`config.mk`:
```
export PLATFORM = sky130hd
export DESIGN_NAME = fetch_sequencer
export DESIGN_NICKNAME = d
export VERILOG_FILES = /design/src/rtl/fetch_pkg.sv /design/src/rtl/fetch_sequencer.sv
export SDC_FILE = /design/constraint.sdc
export NUM_CORES = 1
export LEC_CHECK = 0
export CORE_MARGIN = 5
export CORE_UTILIZATION = 30
export DETAILED_ROUTE_END_ITERATION = 16
export HOLD_SLACK_MARGIN = 0.02
export PLACE_DENSITY_LB_ADDON = 0.12
export SYNTH_ARGS = -nofsm -noshare
export SYNTH_HDL_FRONTEND = slang
export SYNTH_SLANG_ARGS = --single-unit
export TNS_END_PERCENT = 5
```
`constraint.sdc`:
```
create_clock -name clock -period 1.25 [get_ports clock]
set_input_delay 0.1875 -clock clock [delete_from_list [all_inputs] [get_ports clock]]
set_output_delay 0.1875 -clock clock [all_outputs]
set_load 0.01 [all_outputs]
```
`src/rtl/fetch_pkg.sv`:
```
// Shared definitions for the instruction fetch sequencer.
//   - fetch_state_t : sequencer states (two-byte fetch, execute, halt)
//   - ADDR_W_DEFAULT / INSTR_W_DEFAULT : default widths
//   - RESET_PC : program counter value loaded while reset is asserted
package fetch_pkg;

  localparam int ADDR_W_DEFAULT  = 8;
  localparam int INSTR_W_DEFAULT = 16;
  localparam int RESET_PC        = 0;

  typedef enum logic [2:0] {
    F0,      // read high byte
    F1,      // capture high byte, read low byte
    F2,      // capture low byte, advance PC by two
    EXEC,    // datapath owns memory until exec_done
    HALTED   // parked until reset
  } fetch_state_t;

endpackage

```
`src/rtl/fetch_sequencer.sv`:
```
// Instruction fetch sequencer.
// Fetches a two-byte instruction (high byte first) from shared byte memory,
// hands it to the datapath, then waits for exec_done before fetching again.
// The PC register is an external sibling that loads next_address every edge.
//
// Ports:
//   clock, reset        rising-edge clock, synchronous active-high reset
//   current_address     PC register output
//   next_address        value the PC register loads on the next edge
//   mem_addr, mem_rd    shared-memory read request (data returns next cycle)
//   mem_rdata           read data
//   bus_grant           datapath owns shared memory (EXEC)
//   instr, instr_valid  latched instruction and its valid flag
//   exec_done           datapath finished; qualifies branch_* and halt_req
//   branch_taken/target PC redirect applied with exec_done
//   halt_req            park in HALTED after this instruction
//   halted              sequencer is in HALTED
module fetch_sequencer
  import fetch_pkg::*;
#(
  parameter int ADDR_W  = ADDR_W_DEFAULT,
  parameter int INSTR_W = INSTR_W_DEFAULT
) (
  input  logic               clock,
  input  logic               reset,
  input  logic [ADDR_W-1:0]  current_address,
  output logic [ADDR_W-1:0]  next_address,
  output logic [ADDR_W-1:0]  mem_addr,
  output logic               mem_rd,
  input  logic [7:0]         mem_rdata,
  output logic               bus_grant,
  output logic [INSTR_W-1:0] instr,
  output logic               instr_valid,
  input  logic               exec_done,
  input  logic               branch_taken,
  input  logic [ADDR_W-1:0]  branch_target,
  input  logic               halt_req,
  output logic               halted
);

  fetch_state_t       state_q, state_d;
  logic [INSTR_W-1:0] instr_q, instr_d;

  always_comb begin
    // NOTE: every output and next-state value gets a default first so no path
    // through the case statement leaves a signal unassigned (no latches).
    state_d      = state_q;
    instr_d      = instr_q;
    next_address = current_address;
    mem_addr     = '0;
    mem_rd       = 1'b0;
    bus_grant    = 1'b0;
    instr_valid  = 1'b0;
    halted       = 1'b0;

    if (reset) begin
      // Reset overrides the outputs in the same cycle and abandons any
      // in-flight fetch; the PC sibling loads RESET_PC on this edge.
      state_d      = F0;
      instr_d      = '0;
      next_address = ADDR_W'(RESET_PC);
    end else begin
      unique case (state_q)
        F0: begin
          mem_addr = current_address;
          mem_rd   = 1'b1;
          state_d  = F1;
        end
        F1: begin
          // Data for the F0 read is valid now.
          instr_d[INSTR_W-1 -: 8] = mem_rdata;
          mem_addr = current_address + ADDR_W'(1);
          mem_rd   = 1'b1;
          state_d  = F2;
        end
        F2: begin
          instr_d[7:0] = mem_rdata;
          next_address = current_address + ADDR_W'(2);
          state_d      = EXEC;
        end
        EXEC: begin
          instr_valid = 1'b1;
          bus_grant   = 1'b1;
          if (exec_done) begin
            // Branch is applied even when halting on the same cycle.
            if (branch_taken) next_address = branch_target;
            state_d = halt_req ? HALTED : F0;
          end
        end
        HALTED: begin
          halted = 1'b1;
        end
        default: begin
          state_d = F0;
        end
      endcase
    end
  end

  // NOTE: reset is synchronous and already folded into the _d values above,
  // so this block is plain non-blocking register transfer with no reset branch.
  always_ff @(posedge clock) begin
    state_q <= state_d;
    instr_q <= instr_d;
  end

  assign instr = instr_q;

endmodule

```
* After elaboration in Yosys (flattened, before gate mapping) *
Index checks and enable logic that the tools add are counted.

storage, ports and cells
  bits in registers = 19
  bits of input ports = 29
  output and inout port bits = 36
  word-level logic and storage cells = 29

operators by class
  add/sub/neg operators = 2
  equality and inequality tests = 5
  multiplexer cells = 15
  bitwise operators = 1
  reductions and logical operators = 3

operators with widths
  cell                                                                   number
  8-bit 2-to-1 mux                                                       4
  8-bit case mux with 2 select lines                                     2
  3-bit case mux with 5 select lines                                     1
  8-bit by 1-bit adder with 8-bit output, second input constant          1
  8-bit by 2-bit adder with 8-bit output, second input constant          1
  3-bit by 2-bit equality test with 1-bit output, second input constant  2
  1-bit 2-to-1 mux                                                       6
  3-bit 2-to-1 mux                                                       2
  3-bit by 1-bit equality test with 1-bit output, second input constant  1
  3-bit equality test, second input constant                             1
  3-bit zero test                                                        1
  2-bit != test, second input constant                                   1
  2-bit AND reduction                                                    1
  2-bit OR reduction                                                     1
  1-bit NOT                                                              1

* Longest topological paths before layout *
Gate-level depths: netlist of the first run.

  depth after elaboration = 4
  gate-level depth with buffers = 6

* Worst setup path before layout of the first run *
No wires, ideal clock.

  path kind = register to output
  start point = register state_q[1]
  end point = output port next_address[3]
  arrival = 1.400 ns
  data required time = 1.062 ns
  setup slack = -0.338 ns
  cell stages (with the launch flop) = 5
  path buffers = 0
  cell sequence = dfxtp_1 -> nor2b_2 -> a21oi_1 -> nor2_1 -> a2111oi_0

between the ends
  longest elaborated chain between the ends = 3

RTL lines
  what                                            line                    source
  start, declared                                 fetch_sequencer.sv:41   fetch_state_t state_q, state_d;
  start signal, assigned                          fetch_sequencer.sv:103  state_q <= state_d;
  3-bit by 2-bit equality test with 1-bit output  fetch_sequencer.sv:63   unique case (state_q)
  8-bit case mux with 2 select lines (*)          fetch_sequencer.sv:63
  8-bit 2-to-1 mux (*)                            fetch_sequencer.sv:56   if (reset) begin
  end, declared                                   fetch_sequencer.sv:27   output logic [ADDR_W-1:0] next_address,

Mark *: on every way between the ends. The rest lies on a longest branch, timed or not.

* Worst setup path after layout of the first run *
  start point = register state_q[2]
  end point = output port next_address[6]

The elaborated chain is that of the path after synthesis.

==> qor.csv, run 1 <==
metric;value;unit
outcome;finished, violations left;
violated checks;setup timing;
most common cell after layout, fill and taps aside;buf_4;
Cells after DPL;301;
Initial Util;31.3;%
largest net degree at the start of global routing;16;
number of I/O pins;65;
Synth area leader;dfxtp_1;
Row Count;22;
Reg2Reg Depth;7;
met2 routed WL;2430;um
Mean Syn Cell Area;7.32;um2
Slew headroom;81.5;%
Routed WL;4600;um
fillers;324;
Overall Global Routing Usage;18.3;%
Die W;72.3;um
Worst Clk Skew;6.78;ps
cts bufs inserted;3;
largest family of logic cells by synthesized area;simple AND/OR/NAND/NOR gates;
final worst path period share;139;%
vias;1498;
wl on met1;1910;um
port bufs;64;
die area;5220;um2
setup repair after global routing missed its margin;yes;
met3 WL post-DR;223;um
vias in the first global route;1587;
critical path capture point type;output pin;
CTS tree;done;
Detail Placement HPWL;3420;um
final worst path period need;1740;ps
first-pass GRT wire length;7650;um
number of remaining DRC errors;0;
Max Cap Violations;0;
cell count after synthesis;159;
root buffer cell;clkbuf_8;
NumNets Final;295;
dpl ws;-1110;ps
Antenna Cells;0;
worst hold path class;reg2reg;
Final WS setup;-491;ps
1st-pass router iterations;4;
WHS;453;ps
grt ovf;0;
#FFs+latches synth;19;
Clock Pin Slew Worst Setup and Hold Paths;80;ps
area growth from synthesis to layout;96.9;%
wire per inst;14.8;um
Worst Setup Path Type;reg2out;
antenna violations before repair;0;
adder-cell share of the synthesized area;2.15;%
Peak Freq;0.574;GHz
chip height;72.3;um
commonest non-fill, non-tap cells in the layout;buf_4, nand2_1, dlygate4sd2_1;
sequential share of the synthesized area;32.7;%
clock network fraction of total power;23.4;%
switch share;31.7;%
fraction of layout cells with a size suffix above 1;41.8;%
area share of and/or/nand/nor cells after synthesis;32.5;%
Syn Nets;190;
top sig layer;met4;
top cell type's share of synthesized area;32.7;%
hold depth;2;
Area contributors post-synth;dfxtp_1, nand2_1, mux2i_1;
DRT iter0 DRCs;53;
switching pwr;582;uW
clock latency on the worst-skew pair;250;ps
Core Footprint;3720;um2
sequential group share of total power;36.6;%
area of the multi-input gates;903;um2
cell internal pwr;1250;uW
critical path arrival;1550;ps
Yosys warning count;0;
Netlist cell types;31;
startpoint types;register;
static leakage;0.00104;uW
worst slew pin tran;278;ps
mapped cell area;1160;um2
Logic pwr share;40.0;%
Max H-tree Level;1;
CP required;1060;ps
drt via density;4.82;
Slew Limit Fails;0;
CTS Buffer Depth;2;
R2R setup slack;-140;ps
worst-path maximum fanout;6;
Fin. Hold Viols;0;
antenna viol nets, final;0;
Max VDD drop;0.629;mV
Finished Layout Cells;311;
routability cong.;0.900;
post-synthesis xor/xnor area fraction;6.02;%
Pwr Density;800;nW/um2
multiplexer share of the synthesized area;8.60;%
clk sinks;19;
setup violators final;28;
register area;392;um2
post-synthesis compound-gate area fraction;13.4;%
-- sequential cells by signal, summed over array words and instances (netlist names) --
signal,cells
state_q,3
instr,16
-- stage by stage --
stage	area (um2)	TNS, ps	total power [uW]	utilization (%)
3_3_place_gp	2170	-19830	1390	58.3
5_1_grt	2290	-9750	1940	61.6
4_1_cts	2260	-8130	1830	60.9
3_5_place_dp	2170	-20180	1400	58.3
6_report	2290	-7900	1830	61.6
2_1_floorplan	1220	-1890	976	-
-- final timing paths --
| check | start | to |
|---|---|---|
| setup / recovery | state_q[2] | next_address[6] |
| hold / removal | instr[5] | instr[5] |
| setup reg to reg | state_q[0] | instr[8] |
| hold reg to reg | instr[5] | instr[5] |
-- layer usage --
metal	global-route usage, %	vias to the layer above
met5	0	-
met4	2.71	0
met3	4.16	4
met2	34.8	40
met1	21.0	700
li1	-	754
-- layout make-up --
class / count / area share [%]
clock inverters: 1 / 0.328
clock buffers: 3 / 1.80
multi-input cells: 129 / 39.4
flip-flops and latches: 19 / 17.1
well taps: 48 / 2.62
inverters: 3 / 0.601
repair buffers: 108 / 38.1
-- cells by family after synthesis --
| logic type | count (synthesis) |
|---|---|
| and+or+nand+nor | 81 |
| muxes | 10 |
| AOI/OAI and AO/OA | 27 |
| DFF | 19 |
| buffers and inverters | 12 |
| xor gates and xnor gates | 8 |
| adders and majority gates | 2 |
-- synth_stat cells --
cell	n
ha_1	2
nand2_1	29
dfxtp_1	19
a2111oi_0	1
inv_1	2
mux2i_1	10
nor4_1	3
a22oi_1	3
and3_1	3
buf_2	3
xor2_1	4
nor2b_2	1
inv_2	1
nand2b_1	2
nand4_1	1
o21ai_0	3
nor3_4	1
xnor2_1	4
nor3_1	3
or3_1	3
o22ai_1	2
and4b_1	1
o2bb2ai_1	2
a21oi_1	16
nand3_1	4
nor2_1	26
and2_1	3
or4_1	1
buf_4	1
clkbuf_2	1
clkbuf_1	4
-- power groups by stage --
stage          Clock (uW)  Combinational [uW]  Sequential, uW
4_1_cts               445                 719             671
5_1_grt               469                 792             677
2_1_floorplan           0                 275             701
6_report              429                 733             671
3_5_place_dp            0                 712             685
3_3_place_gp            0                 709             683
-- what timing repair did --
item | 4_1_cts | 5_1_grt
pin swaps | 14 | 4
setup buffers | 5 | 0
hold buffers | 0 | 0
endpoints found under the setup margin | 52 | 36
resized for setup | 141 | 14
cloned | 1 | 0
-- worst max-delay path, stage by stage, from the launching register on --
cell and delay (ps):
dfxtp_4 370, nand2b_4 170, or4_4 490, o21ai_2 80
nor4_2 50, buf_2 140
Note: power is estimated with default switching activity, not from simulation.
==> inputs of run 2 (changes only) <==
- CAP_MARGIN: unset -> 20
- CORE_UTILIZATION: 30 -> 34
- PLACE_DENSITY: unset -> 0.76
- PLACE_DENSITY_LB_ADDON: 0.12 -> unset
==> run 2 against run 1 <==
  * The flow still finishes with violations (setup timing)
  * Clock power decreased by 25%
  * Via count decreased by 3.3%
  * Worst setup slack got worse by 45 ps
  * Count of clock-buffer cells in the layout increased by 1
  * Sequential power about the same
  * Critical path depth unchanged
  * First-iteration DRC count decreased by 53%
  * Critical endpoint unchanged
  * Combinational power decreased by 3.4%
  * Flip-flop and latch count unchanged
  * Final area decreased by 5.0%
  * Core utilization increased by 3.6 points
==> qor.csv, run 2 (synthesis results as in run 1) <==
metric;value;unit
Die W;68.5;um
met2 routed WL;2140;um
Pwr Density;782;nW/um2
NumNets Final;283;
startpoint types;register;
reg-to-reg startpoint;state_q[2];
critical path capture point type;output pin;
top sig layer;met4;
clk sinks;19;
Core Footprint;3340;um2
root buffer cell;clkbuf_4;
Row Count;21;
largest net degree at the start of global routing;21;
final worst path period need;1790;ps
clock network fraction of total power;18.9;%
crit-path max cell delay;480;ps
antenna viol nets, final;0;
Antenna Cells;0;
chip height;68.5;um
antenna violations before repair;0;
static leakage;0.000992;uW
switch share;32.8;%
max reg flops;16;
Finished Layout Cells;297;
CP required;1060;ps
DRT iter0 DRCs;25;
placed instance area;2110;um2
crit path from;state_q[2];
Overall Global Routing Usage;18.2;%
vias;1448;
Detail Placement HPWL;3100;um
Worst Clk Skew;3.38;ps
final worst path period share;143;%
Worst Setup Path Type;reg2out;
commonest non-fill, non-tap cells in the layout;nand2_1, buf_4, dlygate4sd2_1;
worst hold path class;in2reg;
wl on met1;1800;um
Fin. Hold Viols;0;
drt via density;4.88;
Cells after DPL;288;
worst-path maximum fanout;5;
Max H-tree Level;1;
grt ovf;0;
routability cong.;0.866;
sequential group share of total power;39.5;%
cell internal pwr;1140;uW
post-route cell area;2180;um2
clock latency on the worst-skew pair;310;ps
CTS tree;done;
CP cell instances;nand2b_4 -> or4_4 -> o21ai_2 -> nor4_2 -> buf_2;
Clock Pin Slew Worst Setup and Hold Paths;110;ps
switching pwr;558;uW
1st-pass router iterations;4;
violated checks;setup timing;
Final Total Pwr;1700;uW
CP max-delay cell;or4_4;
Max Cap Violations;0;
Max VDD drop;0.798;mV
met3 WL post-DR;211;um
kind of cell adding the most delay to the critical path;simple AND/OR/NAND/NOR gates;
first-pass GRT wire length;6430;um
Slew Limit Fails;0;
number of remaining DRC errors;0;
Setup Total Neg Slack;-7860;ps
Hold Crit Start;exec_done;
outcome;finished, violations left;
Routed WL;4210;um
critical path arrival;1600;ps
area growth from synthesis to layout;87.0;%
vias in the first global route;1359;
Hold Buf Count CTS;0;
Logic pwr share;41.6;%
Final WS setup;-536;ps
Initial Util;34.9;%
Peak Freq;0.560;GHz
wire per inst;14.2;um
CTS Buffer Depth;2;
fraction of layout cells with a size suffix above 1;35.5;%
cts bufs inserted;3;
most common cell after layout, fill and taps aside;nand2_1;
number of I/O pins;65;
die area;4690;um2
worst slew pin tran;247;ps
fillers;310;
Slew headroom;83.1;%
setup violators final;22;
port bufs;64;
CP Buf/Inv Count;1;
setup repair after global routing missed its margin;yes;
## run 2: changes by cell type in the layout (fill, tap and decap cells not counted), sizes merged
cell	change
clkinvlp	-1
or3	-1
dlymetal6s2s	+1
clkbuf	+1
dlygate4sd2	+1
clkdlybuf4s15	-2
buf	-11
## run 2: worst paths after layout
path                           to  slack (ps)  cells after the start
hold / removal         state_q[1]         420                      3
setup / recovery  next_address[6]        -540                      5
setup reg to reg        instr[15]         -20                      5
hold reg to reg          instr[5]         460                      2
## run 2: power by group through the flow
stage | logic (uW) | clock network [uW] | registers, uW
after floorplan | 275 | 0 | 701
after global placement | 687 | 0 | 684
after detailed placement | 695 | 0 | 686
after CTS | 688 | 328 | 670
after global routing | 765 | 356 | 677
final | 708 | 321 | 671
## run 2: repair_timing
| action | CTS | global route |
|---|---|---|
| setup endpoints to repair | 52 | 29 |
| pin swaps | 15 | 3 |
| gates resized for setup | 136 | 10 |
| setup buffers | 5 | 0 |
## run 2: tightest hold or removal path, stage by stage
cell	delay [ps]
dlygate4sd2_1	290
and3_1	180
nor4_1	40
## run 2: routing by layer
metal | vias up | global-route usage, %
met3 | 7 | 4.05
met2 | 44 | 31.0
met1 | 669 | 22.9
li1 | 728 | -
met4 | 0 | 4.96
met5 | - | 0
## run 2: area by class of cell
class	instances	area, um2	share of cell area, %
well taps	46	57.6	2.65
inverters	3	11.3	0.518
multi-input cells	128	865	39.7
repair buffers	97	825	37.9
flip-flops and latches	19	392	18.0
clock buffers	4	26.3	1.21
## run 2: through the flow
stage	hold WS, ps	util (%)	worst slack, ps
2_1_floorplan	323	-	-117
3_3_place_gp	442	63.1	-1060
3_5_place_dp	449	63.1	-1100
4_1_cts	390	64.3	-566
5_1_grt	431	65.2	-598
6_report	424	65.2	-536
